## src/rtl/nasti_master_pkg.sv

```systemverilog
// Shared types and constants for the single-outstanding NASTI burst master.
package nasti_master_pkg;

  typedef enum logic [2:0] {
    IDLE = 3'd0,
    AW   = 3'd1,
    W    = 3'd2,
    B    = 3'd3,
    AR   = 3'd4,
    R    = 3'd5,
    DONE = 3'd6
  } state_t;

  localparam logic [1:0] BURST_INCR = 2'b01;

  localparam logic [1:0] OKAY   = 2'b00;
  localparam logic [1:0] EXOKAY = 2'b01;
  localparam logic [1:0] SLVERR = 2'b10;
  localparam logic [1:0] DECERR = 2'b11;

endpackage

```

## src/rtl/nasti_burst_master_if.sv

```systemverilog
// Full NASTI channel set (AW/W/B/AR/R) with master and slave views.
interface nasti_channel #(
  parameter int ID_WIDTH   = 1,
  parameter int ADDR_WIDTH = 16,
  parameter int DATA_WIDTH = 128,
  parameter int USER_WIDTH = 1
) ();

  logic [ID_WIDTH-1:0]     aw_id;
  logic [ADDR_WIDTH-1:0]   aw_addr;
  logic [7:0]              aw_len;
  logic [2:0]              aw_size;
  logic [1:0]              aw_burst;
  logic                    aw_lock;
  logic [3:0]              aw_cache;
  logic [2:0]              aw_prot;
  logic [3:0]              aw_qos;
  logic [3:0]              aw_region;
  logic [USER_WIDTH-1:0]   aw_user;
  logic                    aw_valid;
  logic                    aw_ready;

  logic [DATA_WIDTH-1:0]   w_data;
  logic [DATA_WIDTH/8-1:0] w_strb;
  logic                    w_last;
  logic [USER_WIDTH-1:0]   w_user;
  logic                    w_valid;
  logic                    w_ready;

  logic [ID_WIDTH-1:0]     b_id;
  logic [1:0]              b_resp;
  logic [USER_WIDTH-1:0]   b_user;
  logic                    b_valid;
  logic                    b_ready;

  logic [ID_WIDTH-1:0]     ar_id;
  logic [ADDR_WIDTH-1:0]   ar_addr;
  logic [7:0]              ar_len;
  logic [2:0]              ar_size;
  logic [1:0]              ar_burst;
  logic                    ar_lock;
  logic [3:0]              ar_cache;
  logic [2:0]              ar_prot;
  logic [3:0]              ar_qos;
  logic [3:0]              ar_region;
  logic [USER_WIDTH-1:0]   ar_user;
  logic                    ar_valid;
  logic                    ar_ready;

  logic [ID_WIDTH-1:0]     r_id;
  logic [DATA_WIDTH-1:0]   r_data;
  logic [1:0]              r_resp;
  logic                    r_last;
  logic [USER_WIDTH-1:0]   r_user;
  logic                    r_valid;
  logic                    r_ready;

  modport master (
    output aw_id, aw_addr, aw_len, aw_size, aw_burst, aw_lock, aw_cache,
           aw_prot, aw_qos, aw_region, aw_user, aw_valid,
    input  aw_ready,
    output w_data, w_strb, w_last, w_user, w_valid,
    input  w_ready,
    input  b_id, b_resp, b_user, b_valid,
    output b_ready,
    output ar_id, ar_addr, ar_len, ar_size, ar_burst, ar_lock, ar_cache,
           ar_prot, ar_qos, ar_region, ar_user, ar_valid,
    input  ar_ready,
    input  r_id, r_data, r_resp, r_last, r_user, r_valid,
    output r_ready
  );

  modport slave (
    input  aw_id, aw_addr, aw_len, aw_size, aw_burst, aw_lock, aw_cache,
           aw_prot, aw_qos, aw_region, aw_user, aw_valid,
    output aw_ready,
    input  w_data, w_strb, w_last, w_user, w_valid,
    output w_ready,
    output b_id, b_resp, b_user, b_valid,
    input  b_ready,
    input  ar_id, ar_addr, ar_len, ar_size, ar_burst, ar_lock, ar_cache,
           ar_prot, ar_qos, ar_region, ar_user, ar_valid,
    output ar_ready,
    output r_id, r_data, r_resp, r_last, r_user, r_valid,
    input  r_ready
  );

endinterface

```

## src/rtl/nasti_burst_master.sv

```systemverilog
// Command-driven NASTI burst master: one read or write burst in flight at a time,
// with a single completion carrying the worst response and a protocol-error flag.
module nasti_burst_master
  import nasti_master_pkg::*;
#(
  parameter int ID_WIDTH   = 1,
  parameter int ADDR_WIDTH = 16,
  parameter int DATA_WIDTH = 128,
  parameter int USER_WIDTH = 1
) (
  input  logic                  clk,
  input  logic                  rstn,

  input  logic                  cmd_valid,
  output logic                  cmd_ready,
  input  logic                  cmd_write,
  input  logic [ID_WIDTH-1:0]   cmd_id,
  input  logic [ADDR_WIDTH-1:0] cmd_addr,
  input  logic [7:0]            cmd_len,
  input  logic [2:0]            cmd_size,

  input  logic                  wd_valid,
  output logic                  wd_ready,
  input  logic [DATA_WIDTH-1:0] wd_data,

  output logic                  rd_valid,
  input  logic                  rd_ready,
  output logic [DATA_WIDTH-1:0] rd_data,
  output logic                  rd_last,

  output logic                  rsp_valid,
  input  logic                  rsp_ready,
  output logic [1:0]            rsp_resp,
  output logic                  rsp_err,

  nasti_channel.master          nasti
);

  state_t                state_reg, state_next;
  logic [ID_WIDTH-1:0]   id_reg;
  logic [ADDR_WIDTH-1:0] addr_reg;
  logic [7:0]            len_reg;
  logic [2:0]            size_reg;
  logic [7:0]            beat_reg;
  logic [1:0]            resp_reg;
  logic                  err_reg;

  logic cmd_hs, w_hs, b_hs, r_hs, last_beat;

  assign cmd_hs    = (state_reg == IDLE) && cmd_valid;
  assign w_hs      = (state_reg == W) && wd_valid && nasti.w_ready;
  assign b_hs      = (state_reg == B) && nasti.b_valid;
  assign r_hs      = (state_reg == R) && nasti.r_valid && rd_ready;
  assign last_beat = (beat_reg == len_reg);

  always_ff @(posedge clk or negedge rstn) begin
    if (!rstn) begin
      state_reg <= IDLE;
    end else begin
      state_reg <= state_next;
    end
  end

  always_comb begin
    state_next = state_reg;
    case (state_reg)
      IDLE: if (cmd_valid)             state_next = cmd_write ? AW : AR;
      AW:   if (nasti.aw_ready)        state_next = W;
      W:    if (w_hs && last_beat)     state_next = B;
      B:    if (nasti.b_valid)         state_next = DONE;
      AR:   if (nasti.ar_ready)        state_next = R;
      // The burst ends on beat len even if the slave's r_last disagrees.
      R:    if (r_hs && last_beat)     state_next = DONE;
      DONE: if (rsp_ready)             state_next = IDLE;
      default:                         state_next = IDLE;
    endcase
  end

  always_ff @(posedge clk or negedge rstn) begin
    if (!rstn) begin
      id_reg   <= '0;
      addr_reg <= '0;
      len_reg  <= '0;
      size_reg <= '0;
      beat_reg <= '0;
      resp_reg <= OKAY;
      err_reg  <= 1'b0;
    end else begin
      if (cmd_hs) begin
        id_reg   <= cmd_id;
        addr_reg <= cmd_addr;
        len_reg  <= cmd_len;
        size_reg <= cmd_size;
        beat_reg <= '0;
        resp_reg <= OKAY;
        err_reg  <= 1'b0;
      end
      if (w_hs) begin
        beat_reg <= beat_reg + 8'd1;
      end
      if (b_hs) begin
        resp_reg <= nasti.b_resp;
        if (nasti.b_id != id_reg) err_reg <= 1'b1;
      end
      if (r_hs) begin
        beat_reg <= beat_reg + 8'd1;
        if (nasti.r_resp > resp_reg) resp_reg <= nasti.r_resp;
        if ((nasti.r_id != id_reg) || (nasti.r_last != last_beat)) err_reg <= 1'b1;
      end
    end
  end

  always_comb begin
    cmd_ready       = (state_reg == IDLE);

    nasti.aw_valid  = (state_reg == AW);
    nasti.aw_id     = id_reg;
    nasti.aw_addr   = addr_reg;
    nasti.aw_len    = len_reg;
    nasti.aw_size   = size_reg;
    nasti.aw_burst  = BURST_INCR;
    nasti.aw_lock   = 1'b0;
    nasti.aw_cache  = 4'd0;
    nasti.aw_prot   = 3'd0;
    nasti.aw_qos    = 4'd0;
    nasti.aw_region = 4'd0;
    nasti.aw_user   = {USER_WIDTH{1'b0}};

    nasti.w_valid   = (state_reg == W) && wd_valid;
    nasti.w_data    = wd_data;
    nasti.w_strb    = '1;
    nasti.w_last    = last_beat;
    nasti.w_user    = {USER_WIDTH{1'b0}};
    wd_ready        = (state_reg == W) && nasti.w_ready;

    nasti.b_ready   = (state_reg == B);

    nasti.ar_valid  = (state_reg == AR);
    nasti.ar_id     = id_reg;
    nasti.ar_addr   = addr_reg;
    nasti.ar_len    = len_reg;
    nasti.ar_size   = size_reg;
    nasti.ar_burst  = BURST_INCR;
    nasti.ar_lock   = 1'b0;
    nasti.ar_cache  = 4'd0;
    nasti.ar_prot   = 3'd0;
    nasti.ar_qos    = 4'd0;
    nasti.ar_region = 4'd0;
    nasti.ar_user   = {USER_WIDTH{1'b0}};

    nasti.r_ready   = (state_reg == R) && rd_ready;
    rd_valid        = (state_reg == R) && nasti.r_valid;
    rd_data         = nasti.r_data;
    rd_last         = nasti.r_last;

    rsp_valid       = (state_reg == DONE);
    rsp_resp        = resp_reg;
    rsp_err         = err_reg;
  end

endmodule

```

## src/flat_wrapper.sv

```systemverilog
// flat-port wrapper written by rule: the top's interface ports become plain ports
module nasti_burst_master_flat import nasti_master_pkg::*;
#(
  parameter int ID_WIDTH   = 1,
  parameter int ADDR_WIDTH = 16,
  parameter int DATA_WIDTH = 128,
  parameter int USER_WIDTH = 1
)
  (clk, rstn, cmd_valid, cmd_ready, cmd_write, cmd_id, cmd_addr, cmd_len, cmd_size, wd_valid, wd_ready, wd_data, rd_valid, rd_ready, rd_data, rd_last, rsp_valid, rsp_ready, rsp_resp, rsp_err, nasti_aw_id, nasti_aw_addr, nasti_aw_len, nasti_aw_size, nasti_aw_burst, nasti_aw_lock, nasti_aw_cache, nasti_aw_prot, nasti_aw_qos, nasti_aw_region, nasti_aw_user, nasti_aw_valid, nasti_aw_ready, nasti_w_data, nasti_w_strb, nasti_w_last, nasti_w_user, nasti_w_valid, nasti_w_ready, nasti_b_id, nasti_b_resp, nasti_b_user, nasti_b_valid, nasti_b_ready, nasti_ar_id, nasti_ar_addr, nasti_ar_len, nasti_ar_size, nasti_ar_burst, nasti_ar_lock, nasti_ar_cache, nasti_ar_prot, nasti_ar_qos, nasti_ar_region, nasti_ar_user, nasti_ar_valid, nasti_ar_ready, nasti_r_id, nasti_r_data, nasti_r_resp, nasti_r_last, nasti_r_user, nasti_r_valid, nasti_r_ready);
  nasti_channel #(.ID_WIDTH(ID_WIDTH), .ADDR_WIDTH(ADDR_WIDTH), .DATA_WIDTH(DATA_WIDTH), .USER_WIDTH(USER_WIDTH)) nasti_i ();
  input  logic clk;
  input  logic rstn;
  input  logic cmd_valid;
  output logic cmd_ready;
  input  logic cmd_write;
  input  logic [ID_WIDTH-1:0] cmd_id;
  input  logic [ADDR_WIDTH-1:0] cmd_addr;
  input  logic [7:0] cmd_len;
  input  logic [2:0] cmd_size;
  input  logic wd_valid;
  output logic wd_ready;
  input  logic [DATA_WIDTH-1:0] wd_data;
  output logic rd_valid;
  input  logic rd_ready;
  output logic [DATA_WIDTH-1:0] rd_data;
  output logic rd_last;
  output logic rsp_valid;
  input  logic rsp_ready;
  output logic [1:0] rsp_resp;
  output logic rsp_err;
  output wire logic [$bits(nasti_i.aw_id)-1:0] nasti_aw_id;
  output wire logic [$bits(nasti_i.aw_addr)-1:0] nasti_aw_addr;
  output wire logic [$bits(nasti_i.aw_len)-1:0] nasti_aw_len;
  output wire logic [$bits(nasti_i.aw_size)-1:0] nasti_aw_size;
  output wire logic [$bits(nasti_i.aw_burst)-1:0] nasti_aw_burst;
  output wire logic [$bits(nasti_i.aw_lock)-1:0] nasti_aw_lock;
  output wire logic [$bits(nasti_i.aw_cache)-1:0] nasti_aw_cache;
  output wire logic [$bits(nasti_i.aw_prot)-1:0] nasti_aw_prot;
  output wire logic [$bits(nasti_i.aw_qos)-1:0] nasti_aw_qos;
  output wire logic [$bits(nasti_i.aw_region)-1:0] nasti_aw_region;
  output wire logic [$bits(nasti_i.aw_user)-1:0] nasti_aw_user;
  output wire logic [$bits(nasti_i.aw_valid)-1:0] nasti_aw_valid;
  input wire logic [$bits(nasti_i.aw_ready)-1:0] nasti_aw_ready;
  output wire logic [$bits(nasti_i.w_data)-1:0] nasti_w_data;
  output wire logic [$bits(nasti_i.w_strb)-1:0] nasti_w_strb;
  output wire logic [$bits(nasti_i.w_last)-1:0] nasti_w_last;
  output wire logic [$bits(nasti_i.w_user)-1:0] nasti_w_user;
  output wire logic [$bits(nasti_i.w_valid)-1:0] nasti_w_valid;
  input wire logic [$bits(nasti_i.w_ready)-1:0] nasti_w_ready;
  input wire logic [$bits(nasti_i.b_id)-1:0] nasti_b_id;
  input wire logic [$bits(nasti_i.b_resp)-1:0] nasti_b_resp;
  input wire logic [$bits(nasti_i.b_user)-1:0] nasti_b_user;
  input wire logic [$bits(nasti_i.b_valid)-1:0] nasti_b_valid;
  output wire logic [$bits(nasti_i.b_ready)-1:0] nasti_b_ready;
  output wire logic [$bits(nasti_i.ar_id)-1:0] nasti_ar_id;
  output wire logic [$bits(nasti_i.ar_addr)-1:0] nasti_ar_addr;
  output wire logic [$bits(nasti_i.ar_len)-1:0] nasti_ar_len;
  output wire logic [$bits(nasti_i.ar_size)-1:0] nasti_ar_size;
  output wire logic [$bits(nasti_i.ar_burst)-1:0] nasti_ar_burst;
  output wire logic [$bits(nasti_i.ar_lock)-1:0] nasti_ar_lock;
  output wire logic [$bits(nasti_i.ar_cache)-1:0] nasti_ar_cache;
  output wire logic [$bits(nasti_i.ar_prot)-1:0] nasti_ar_prot;
  output wire logic [$bits(nasti_i.ar_qos)-1:0] nasti_ar_qos;
  output wire logic [$bits(nasti_i.ar_region)-1:0] nasti_ar_region;
  output wire logic [$bits(nasti_i.ar_user)-1:0] nasti_ar_user;
  output wire logic [$bits(nasti_i.ar_valid)-1:0] nasti_ar_valid;
  input wire logic [$bits(nasti_i.ar_ready)-1:0] nasti_ar_ready;
  input wire logic [$bits(nasti_i.r_id)-1:0] nasti_r_id;
  input wire logic [$bits(nasti_i.r_data)-1:0] nasti_r_data;
  input wire logic [$bits(nasti_i.r_resp)-1:0] nasti_r_resp;
  input wire logic [$bits(nasti_i.r_last)-1:0] nasti_r_last;
  input wire logic [$bits(nasti_i.r_user)-1:0] nasti_r_user;
  input wire logic [$bits(nasti_i.r_valid)-1:0] nasti_r_valid;
  output wire logic [$bits(nasti_i.r_ready)-1:0] nasti_r_ready;
  assign nasti_aw_id = nasti_i.aw_id;
  assign nasti_aw_addr = nasti_i.aw_addr;
  assign nasti_aw_len = nasti_i.aw_len;
  assign nasti_aw_size = nasti_i.aw_size;
  assign nasti_aw_burst = nasti_i.aw_burst;
  assign nasti_aw_lock = nasti_i.aw_lock;
  assign nasti_aw_cache = nasti_i.aw_cache;
  assign nasti_aw_prot = nasti_i.aw_prot;
  assign nasti_aw_qos = nasti_i.aw_qos;
  assign nasti_aw_region = nasti_i.aw_region;
  assign nasti_aw_user = nasti_i.aw_user;
  assign nasti_aw_valid = nasti_i.aw_valid;
  assign nasti_i.aw_ready = nasti_aw_ready;
  assign nasti_w_data = nasti_i.w_data;
  assign nasti_w_strb = nasti_i.w_strb;
  assign nasti_w_last = nasti_i.w_last;
  assign nasti_w_user = nasti_i.w_user;
  assign nasti_w_valid = nasti_i.w_valid;
  assign nasti_i.w_ready = nasti_w_ready;
  assign nasti_i.b_id = nasti_b_id;
  assign nasti_i.b_resp = nasti_b_resp;
  assign nasti_i.b_user = nasti_b_user;
  assign nasti_i.b_valid = nasti_b_valid;
  assign nasti_b_ready = nasti_i.b_ready;
  assign nasti_ar_id = nasti_i.ar_id;
  assign nasti_ar_addr = nasti_i.ar_addr;
  assign nasti_ar_len = nasti_i.ar_len;
  assign nasti_ar_size = nasti_i.ar_size;
  assign nasti_ar_burst = nasti_i.ar_burst;
  assign nasti_ar_lock = nasti_i.ar_lock;
  assign nasti_ar_cache = nasti_i.ar_cache;
  assign nasti_ar_prot = nasti_i.ar_prot;
  assign nasti_ar_qos = nasti_i.ar_qos;
  assign nasti_ar_region = nasti_i.ar_region;
  assign nasti_ar_user = nasti_i.ar_user;
  assign nasti_ar_valid = nasti_i.ar_valid;
  assign nasti_i.ar_ready = nasti_ar_ready;
  assign nasti_i.r_id = nasti_r_id;
  assign nasti_i.r_data = nasti_r_data;
  assign nasti_i.r_resp = nasti_r_resp;
  assign nasti_i.r_last = nasti_r_last;
  assign nasti_i.r_user = nasti_r_user;
  assign nasti_i.r_valid = nasti_r_valid;
  assign nasti_r_ready = nasti_i.r_ready;
  nasti_burst_master #(.ID_WIDTH(ID_WIDTH), .ADDR_WIDTH(ADDR_WIDTH), .DATA_WIDTH(DATA_WIDTH), .USER_WIDTH(USER_WIDTH)) u_core (.clk(clk), .rstn(rstn), .cmd_valid(cmd_valid), .cmd_ready(cmd_ready), .cmd_write(cmd_write), .cmd_id(cmd_id), .cmd_addr(cmd_addr), .cmd_len(cmd_len), .cmd_size(cmd_size), .wd_valid(wd_valid), .wd_ready(wd_ready), .wd_data(wd_data), .rd_valid(rd_valid), .rd_ready(rd_ready), .rd_data(rd_data), .rd_last(rd_last), .rsp_valid(rsp_valid), .rsp_ready(rsp_ready), .rsp_resp(rsp_resp), .rsp_err(rsp_err), .nasti(nasti_i));
endmodule
```

## config.mk

```make
export PLATFORM = sky130hd
export DESIGN_NAME = nasti_burst_master_flat
export DESIGN_NICKNAME = d
export VERILOG_FILES = /design/src/rtl/nasti_master_pkg.sv /design/src/rtl/nasti_burst_master_if.sv /design/src/rtl/nasti_burst_master.sv /design/src/flat_wrapper.sv
export SDC_FILE = /design/constraint.sdc
export NUM_CORES = 1
export LEC_CHECK = 0
export BUFFER_PORTS_ARGS = -buffer_cell sky130_fd_sc_hd__buf_2
export CAP_MARGIN = 10
export CORE_AREA = 2 2 266 268
export DETAILED_ROUTE_END_ITERATION = 10
export DIE_AREA = 0 0 268 270
export GPL_ROUTABILITY_DRIVEN = 0
export GPL_TIMING_DRIVEN = 0
export PLACE_DENSITY = 0.31
export SLEW_MARGIN = 20
export SYNTH_ARGS = -nofsm -noshare
export SYNTH_HDL_FRONTEND = slang
export SYNTH_SLANG_ARGS = --single-unit
```

## constraint.sdc

```tcl
create_clock -name clk -period 1.36 [get_ports clk]
set_input_delay 0.136 -clock clk [delete_from_list [all_inputs] [get_ports clk]]
set_output_delay 0.136 -clock clk [all_outputs]
set_load 0.1 [all_outputs]
```

# Word-level counts from Yosys, hierarchy flattened
# Index checks and enable logic that the tools add are counted.
# totals
output_inout_bits,381
register_bits,42
inputBits,305
# op_classes
add_sub_neg,1
reduce_logical,14
eq_ne,17
order_cmp,1
n_mux,21
# op_table
cell,count
$mux W3,8
$mux W8,3
$pmux W3 S7,1
$logic_and A1 B1 Y1,10
$eq A3 B3 Y1 const B,3
$add A8 B1 Y8 const B,1
$eq A8 B8 Y1,1
$mux W2,4
$ne A2 B1 Y1 const B,4
$reduce_and A7 Y1,1
$eq A3 B2 Y1 const B,2
$ne A2 B2 Y1 const B,3
$mux W1,5
$eq A3 B1 Y1 const B,1
$logic_not A3 Y1,1
$ne A1 B1 Y1,3
$reduce_bool A3 Y1,1
$gt A2 B2 Y1,1
$logic_or A1 B1 Y1,1

# Logic depth before layout (Yosys ltp)
# Gate-level depths: netlist of run 1.
# logic_depth
ltp_word,7
mapped_depth,7

# Worst setup path before layout of run 1
# Ideal clock, no wire load.
# synth_path
path_kind,register to register
startpoint,register u_core.state_reg[0]
endpoint,register u_core.err_reg (netlist: u_core.rsp_err)
required_ns,1.232
path_stages_with_launch,6
n_path_buf,0
setup_time_ns,0.128
path_slack_ns,-2.268
t_arrival_ns,3.500
path_cell_list,dfrtp_1 nor3_1 nand2_1 a22o_1 a31oi_1 a21oi_1
# synth_between
elab_chain_cells,7
elab_cells_between_ends,12
classes_between,eq/ne (2); mux (5); reduce/logical (5)
# synth_lines
item,line_no,rtl
start: declaration,nasti_burst_master.sv:39,"state_t state_reg, state_next;"
start signal: assignment,nasti_burst_master.sv:60,state_reg <= state_next;
$logic_not A3 Y1 (*),-,
net cmd_ready,flat_wrapper.sv:14,output logic cmd_ready;
$logic_and A1 B1 Y1 (*),nasti_burst_master.sv:50,assign cmd_hs = (state_reg == IDLE) && cmd_valid;
$mux W1 (*),nasti_burst_master.sv:89,if (cmd_hs) begin
$mux W1,nasti_burst_master.sv:103,if (nasti.b_id != id_reg) err_reg <= 1'b1;
$mux W1 (*),nasti_burst_master.sv:101,if (b_hs) begin
$mux W1,nasti_burst_master.sv:108,if ((nasti.r_id != id_reg) || (nasti.r_last != last_beat)) err_reg <= 1'b1;
$mux W1 (*),nasti_burst_master.sv:105,if (r_hs) begin
end signal: assignment,nasti_burst_master.sv:96,err_reg <= 1'b0;
end signal: assignment,nasti_burst_master.sv:103,
end signal: assignment,nasti_burst_master.sv:108,
end: declaration,nasti_burst_master.sv:46,logic err_reg;
# Mark *: on every way through the listed nets, which the timed path passes. The rest lies on a longest branch.
# A chain may end at the register's enable or synchronous reset.

# Worst setup path in the final report of run 1
# layout_path
startpoint,register u_core.len_reg[7] (netlist: u_core.nasti.ar_len[7])
endpoint,output nasti_w_last
# layout_between
elab_chain_cells,1
# layout_lines
item,line_no,rtl
start: declaration,nasti_burst_master.sv:42,logic [7:0] len_reg;
start signal: assignment,nasti_burst_master.sv:92,len_reg <= cmd_len;
$eq A8 B8 Y1,nasti_burst_master.sv:54,assign last_beat = (beat_reg == len_reg);
end: declaration,flat_wrapper.sv:46,output wire logic [$bits(nasti_i.w_last)-1:0] nasti_w_last;
# No other way between the ends.

==> impl_metrics.tcl, run 1 <==
set metrics [dict create \
    status "complete, but fails checks" \
    violations "negative setup slack" \
    finalCritPeriodShare_pct 129 \
    cts_tree "built" \
    layout_min_cycle_time_ps 1750 \
    syn_area_per_cell_um2 8.07 \
    synth_area_um2 4650 \
    worstSetupPathType "flip-flop to output port" \
    relSlewSlack_pct 62.4 \
    antenna_found_initial 6 \
    port_buffers 372 \
    drcViolationCount 0 \
    initial_core_util_pct 6.69 \
    drive_gt1_share_pct 81.8 \
    required_ps 1220 \
    hold_class "input port to flip-flop" \
    dp_hpwl_um 21200 \
    setup_slack_ps -389 \
    ant_nets 0 \
    max_stage_delay_ps 510 \
    layoutNonFillerInstCount 2022 \
    grt_pass1_vias 4892 \
    htreeDepth 2 \
    synth_edf_count 0 \
    vias_per_cell 2.51 \
    finalPower_w 0.0217 \
    tightest_slew_ps 567 \
    maxCapViolations 0 \
    synthToLayoutAreaGrowth_pct 110 \
    drv_slew 0 \
    hold_viol 0 \
    synthCells 577 \
    dr_total_vias 5070 \
    grt_usage_pct 6.49 \
    grt_overflow 0 \
    ys_ff_latch 42 \
    ys_seq_area_share_pct 22.6 \
    clock_skew_ps 7.38 \
    critPathBufInv 1 \
    fillers 7958 \
    cts_made_buffers 5 \
    die_w_um 268 \
    grt_pass1_wl_um 33600 \
    root_buffer "clkbuf_16" \
    grt_max_degree 33 \
    final_common_cell "buf_4" \
    dp_cells 1943 \
    finish.utilization_pct 14.0 \
    io_pins 686 \
    antenna-diode-count 0 \
    synth_cell_types 47 \
    powerDensity_nw_per_um2 2220 \
    worstPathArrival_ps 1610 \
    synth_warnings 0 \
    row_count 97 \
    rsz0062_at_grt "true" \
    cts_sinks 42 \
    die-area_um2 72400 \
    clk_latency_ps 330 \
    firstDrtPassIters 4 \
    drt_iter0_drc 96 \
    setup_viol 55 \
    nNetsFinal 1389 \
    path_clk_slew_ps 80 \
    p_leak_nw 5.13 \
    startpoint_type "flip-flop" \
    crit_chain "xnor2_2, nand4_1, nor2_4, buf_12" \
    endpoint_kind "output port" \
    async_flop_share_pct 100 \
    largest_reg_flops 16 \
    routed_wl_um 25100 \
    cts_max_path_buffers 2 \
    crit_path_top_delay_cell "dfrtp_4" \
    core-area_um2 69500 \
    max_freq_mhz 572 \
    critical_path.max_fanout 2 \
    cp_top_family "flip-flops" \
    wire_per_inst_um 12.4 \
    dieHeight_um 270 \
    final_cell_mix "buf_4, buf_2, conb_1" \
    ir_worst_vdd_mv 1.23 \
    rrSetupSlack_ps -360 \
    synth_ff_type "dfrtp_1" \
]
-- layout make-up --
class | count | area, um^2 | share of cell area, %
flip-flops and latches | 42 | 1110 | 11.4
multi-input cells | 234 | 1580 | 16.2
inverters | 4 | 17.5 | 0.179
clock inverters | 3 | 43.8 | 0.448
repair buffers | 446 | 3000 | 30.7
well taps | 940 | 1180 | 12.0
plain buffers | 348 | 2710 | 27.8
clock buffers | 5 | 125 | 1.28
-- where the power goes --
part | switching [W] | internal (W) | leakage [nW]
clock network | 0.000779 | 0.000879 | 0.0842
logic | 0.0127 | 0.00486 | 4.55
registers | 0.000591 | 0.00187 | 0.496
total | 0.0141 | 0.00760 | 5.13
-- synth_stat cells, types with 2 or more instances --
cell type | n | share of area (%)
buf_4 | 340 | 55
nand2_1 | 92 | 7.4
dfrtp_1 | 42 | 23
nor2_1 | 9 | 0.73
xnor2_1 | 9 | 1.7
o21ai_1 | 8 | 0.86
a21oi_1 | 6 | 0.65
nand3_1 | 6 | 0.65
buf_2 | 5 | 0.54
nand4_1 | 5 | 0.67
and2_1 | 3 | 0.40
and3_1 | 3 | 0.40
clkbuf_1 | 3 | 0.24
ha_1 | 3 | 0.81
inv_1 | 3 | 0.24
a31oi_1 | 2 | 0.27
buf_6 | 2 | 0.48
conb_1 | 2 | 0.16
nor3_1 | 2 | 0.22
nor3b_1 | 2 | 0.32
o21ai_0 | 2 | 0.22
o31ai_1 | 2 | 0.32
xor2_1 | 2 | 0.38
-- worst register-to-register path: cells and delay by family (launching register included) --
| family | cells | cell delay (ps) |
|---|---|---|
| buffers and inverters | 1 | 120 |
| AO/OA/AOI/OAI | 1 | 110 |
| flip-flops | 1 | 440 |
| multiplexers | 3 | 980 |
-- metrics by stage --
step	TNS [ps]	cell area [um^2]	hold WS, ps	worst slack (ps)
after floorplan	-28160	5020	-160	-717
after global placement	-25570	8060	332	-708
after detailed placement	-17600	8080	39.3	-698
after CTS	-12820	9640	11.3	-471
after global routing	-17490	9770	36.1	-514
final	-13520	9770	53.7	-389
-- per-layer routing --
layer,wire length [um],global-route usage [%]
met5,13,0
met4,636,2.06
met3,1740,1.78
met2,13300,12.0
met1,9360,7.03
-- logic make-up (layout without fill, tap and decap cells) --
| kind of cell | after synthesis | after routing | share of synthesized area (%) |
|---|---|---|---|
| AO/OA/AOI/OAI | 29 | 29 | 4.30 |
| XOR/XNOR | 11 | 11 | 2.07 |
| adder cells (fa/ha/maj) | 3 | 3 | 0.807 |
| buffers and inverters | 354 | 806 | 56.4 |
| flip-flops | 42 | 42 | 22.6 |
| multiplexers | 3 | 3 | 1.02 |
| other | 2 | 55 | 0.161 |
| AND/OR/NAND/NOR | 133 | 133 | 12.6 |
-- worst paths after layout --
check / to / cells after the start / startpoint
min in group asynchronous: u_core.state_reg[1] / 2 / rstn
hold / removal: u_core.rsp_resp[1] / 3 / nasti_r_resp[1]
hold reg to reg: u_core.nasti.ar_addr[12] / 2 / u_core.nasti.ar_addr[12]
setup / recovery: nasti_w_last / 4 / u_core.nasti.ar_len[7]
max in group asynchronous: u_core.nasti.ar_size[1] / 3 / rstn
setup reg to reg: u_core.state_reg[0] / 5 / u_core.state_reg[0]
-- repair_timing --
item,CTS,global route
pin swaps,38,27
resized for setup,192,50
cloned,2,0
hold buffers,29,0
setup buffers,40,7
hold endpoints to repair,60,0
setup endpoints to repair,91,65
No activity file was read; power rests on OpenSTA's default activity.
==> run 2, diff against run 1 <==
PLACE_DENSITY = default   (was 0.31)
REMOVE_ABC_BUFFERS = 1   (was default)
SLEW_MARGIN = 25   (was 20)
==> run 2 against run 1 <==
  * The run still ends with negative setup slack left
  * Cell count is 30% lower
  * Critical path depth stayed put
  * Core utilization fell by 5.7 points
  * Combinational power decreased by 29%
  * Worst setup slack worse by 90 ps
  * Maximum frequency decreased by 4.9%
==> impl_metrics.tcl, run 2 (synthesized netlist as in run 1, its figures left out) <==
set metrics [dict create \
    maxCapViolations 0 \
    cts_sinks 42 \
    cts_made_buffers 5 \
    max_freq_mhz 544 \
    grt_pass1_vias 3217 \
    ir_worst_vdd_mv 2.78 \
    synthToLayoutAreaGrowth_pct 24.3 \
    core-area_um2 69500 \
    critical_path.max_fanout 4 \
    dr_total_vias 3763 \
    status "complete, but fails checks" \
    powerDensity_nw_per_um2 2910 \
    vias_per_cell 2.66 \
    path_clk_slew_ps 80 \
    dieHeight_um 270 \
    htreeDepth 2 \
    dp_hpwl_um 89500 \
    hold_viol 0 \
    dp_cells 1338 \
    drv_slew 0 \
    violations "negative setup slack" \
    largest_reg_flops 16 \
    ant_nets 0 \
    antenna_found_initial 1 \
    layoutNonFillerInstCount 1415 \
    wire_per_inst_um 67.5 \
    finalCritPeriodShare_pct 135 \
    final_common_cell "buf_2" \
    startpoint_type "flip-flop" \
    setup_slack_ps -480 \
    clk_latency_ps 320 \
    cts_max_path_buffers 2 \
    grt_pass1_wl_um 102000 \
    clock_skew_ps 8.13 \
    antenna-diode-count 0 \
    cts_tree "built" \
    required_ps 1220 \
    worstPathArrival_ps 1700 \
    row_count 97 \
    drcViolationCount 0 \
    drive_gt1_share_pct 59.6 \
    p_leak_nw 2.47 \
    layout_min_cycle_time_ps 1840 \
    routed_wl_um 95500 \
    final_cell_mix "buf_2, conb_1, nand2_2" \
    drt_iter0_drc 276 \
    grt_max_degree 43 \
    tightest_slew_ps 703 \
    endpoint_kind "output port" \
    hold_class "input port to flip-flop" \
    initial_core_util_pct 6.69 \
    nNetsFinal 782 \
    root_buffer "clkbuf_16" \
    io_pins 686 \
    relSlewSlack_pct 53.1 \
    die_w_um 268 \
    stdcell_area_um2 5790 \
    setup_viol 54 \
    die-area_um2 72400 \
    grt_usage_pct 25.5 \
    port_buffers 116 \
    firstDrtPassIters 4 \
    worstSetupPathType "flip-flop to output port" \
    grt_overflow 0 \
    post_dp_cell_area_um2 4050 \
    rsz0062_at_grt "true" \
]
## run 2: per-layer routing
metal / share of wire, % / GRT usage [%]
met4: 7.5 / 15.0
met1: 8.8 / 6.17
met3: 35 / 41.5
met5: 0.69 / 8.58
met2: 49 / 44.1
## run 2: final cells by class
type                       instances  area (um^2)
multi-input combinational        234         1650
fill                            8033        63800
inverter                           4         20.0
clock inverter                     3         68.8
sequential                        42         1060
clock buffer                       5          125
tap                              940         1180
timing repair buffer             187         1680
## run 2: through the flow
stage | power, W | hold WS, ps | setup slack, ps | utilization [%] | TNS (ps)
4_1_cts | 0.0163 | 1.36 | -442 | 7.83 | -11580
6_report | 0.0168 | 19.1 | -480 | 8.32 | -15990
2_1_floorplan | 0.0104 | -160 | -3280 | - | -141840
5_1_grt | 0.0175 | 9.48 | -524 | 8.32 | -18980
3_5_place_dp | 0.0122 | 249 | -615 | 5.82 | -19470
3_3_place_gp | 0.0122 | 280 | -1530 | 5.75 | -52040
## run 2: path summary, 6_finish.rpt
kind / slack, ps / to / start / cells after the start
min in group asynchronous: 390 / u_core.nasti.ar_addr[3] / rstn / 2
max in group asynchronous: 440 / u_core.state_reg[2] / rstn / 2
max: -480 / nasti_w_last / u_core.nasti.ar_len[5] / 4
min: 20 / u_core.nasti.ar_id / cmd_id / 3
max reg2reg: -460 / u_core.state_reg[1] / u_core.nasti.ar_len[5] / 5
min reg2reg: 520 / u_core.nasti.ar_addr[5] / u_core.nasti.ar_addr[5] / 2
## run 2: what timing repair did
item                                    CTS  global route
endpoints found under the hold margin    65             0
setup buffers                            35             7
cloned                                    5             1
endpoints found under the setup margin   66            64
gates resized for setup                 152            89
pin swaps                                71            58
hold buffers                             24             0
## run 2: worst max-delay path: stages, from the launching register on
cell     delay (ps)
dfrtp_2         550
xnor2_2         150
nand4_1         250
nor2_4          220
buf_12          190
## run 2: where the power goes
part	switching, W	internal (W)
logic	0.00935	0.00318
registers	0.000774	0.00176
clock network	0.000721	0.00106
total	0.0108	0.00601
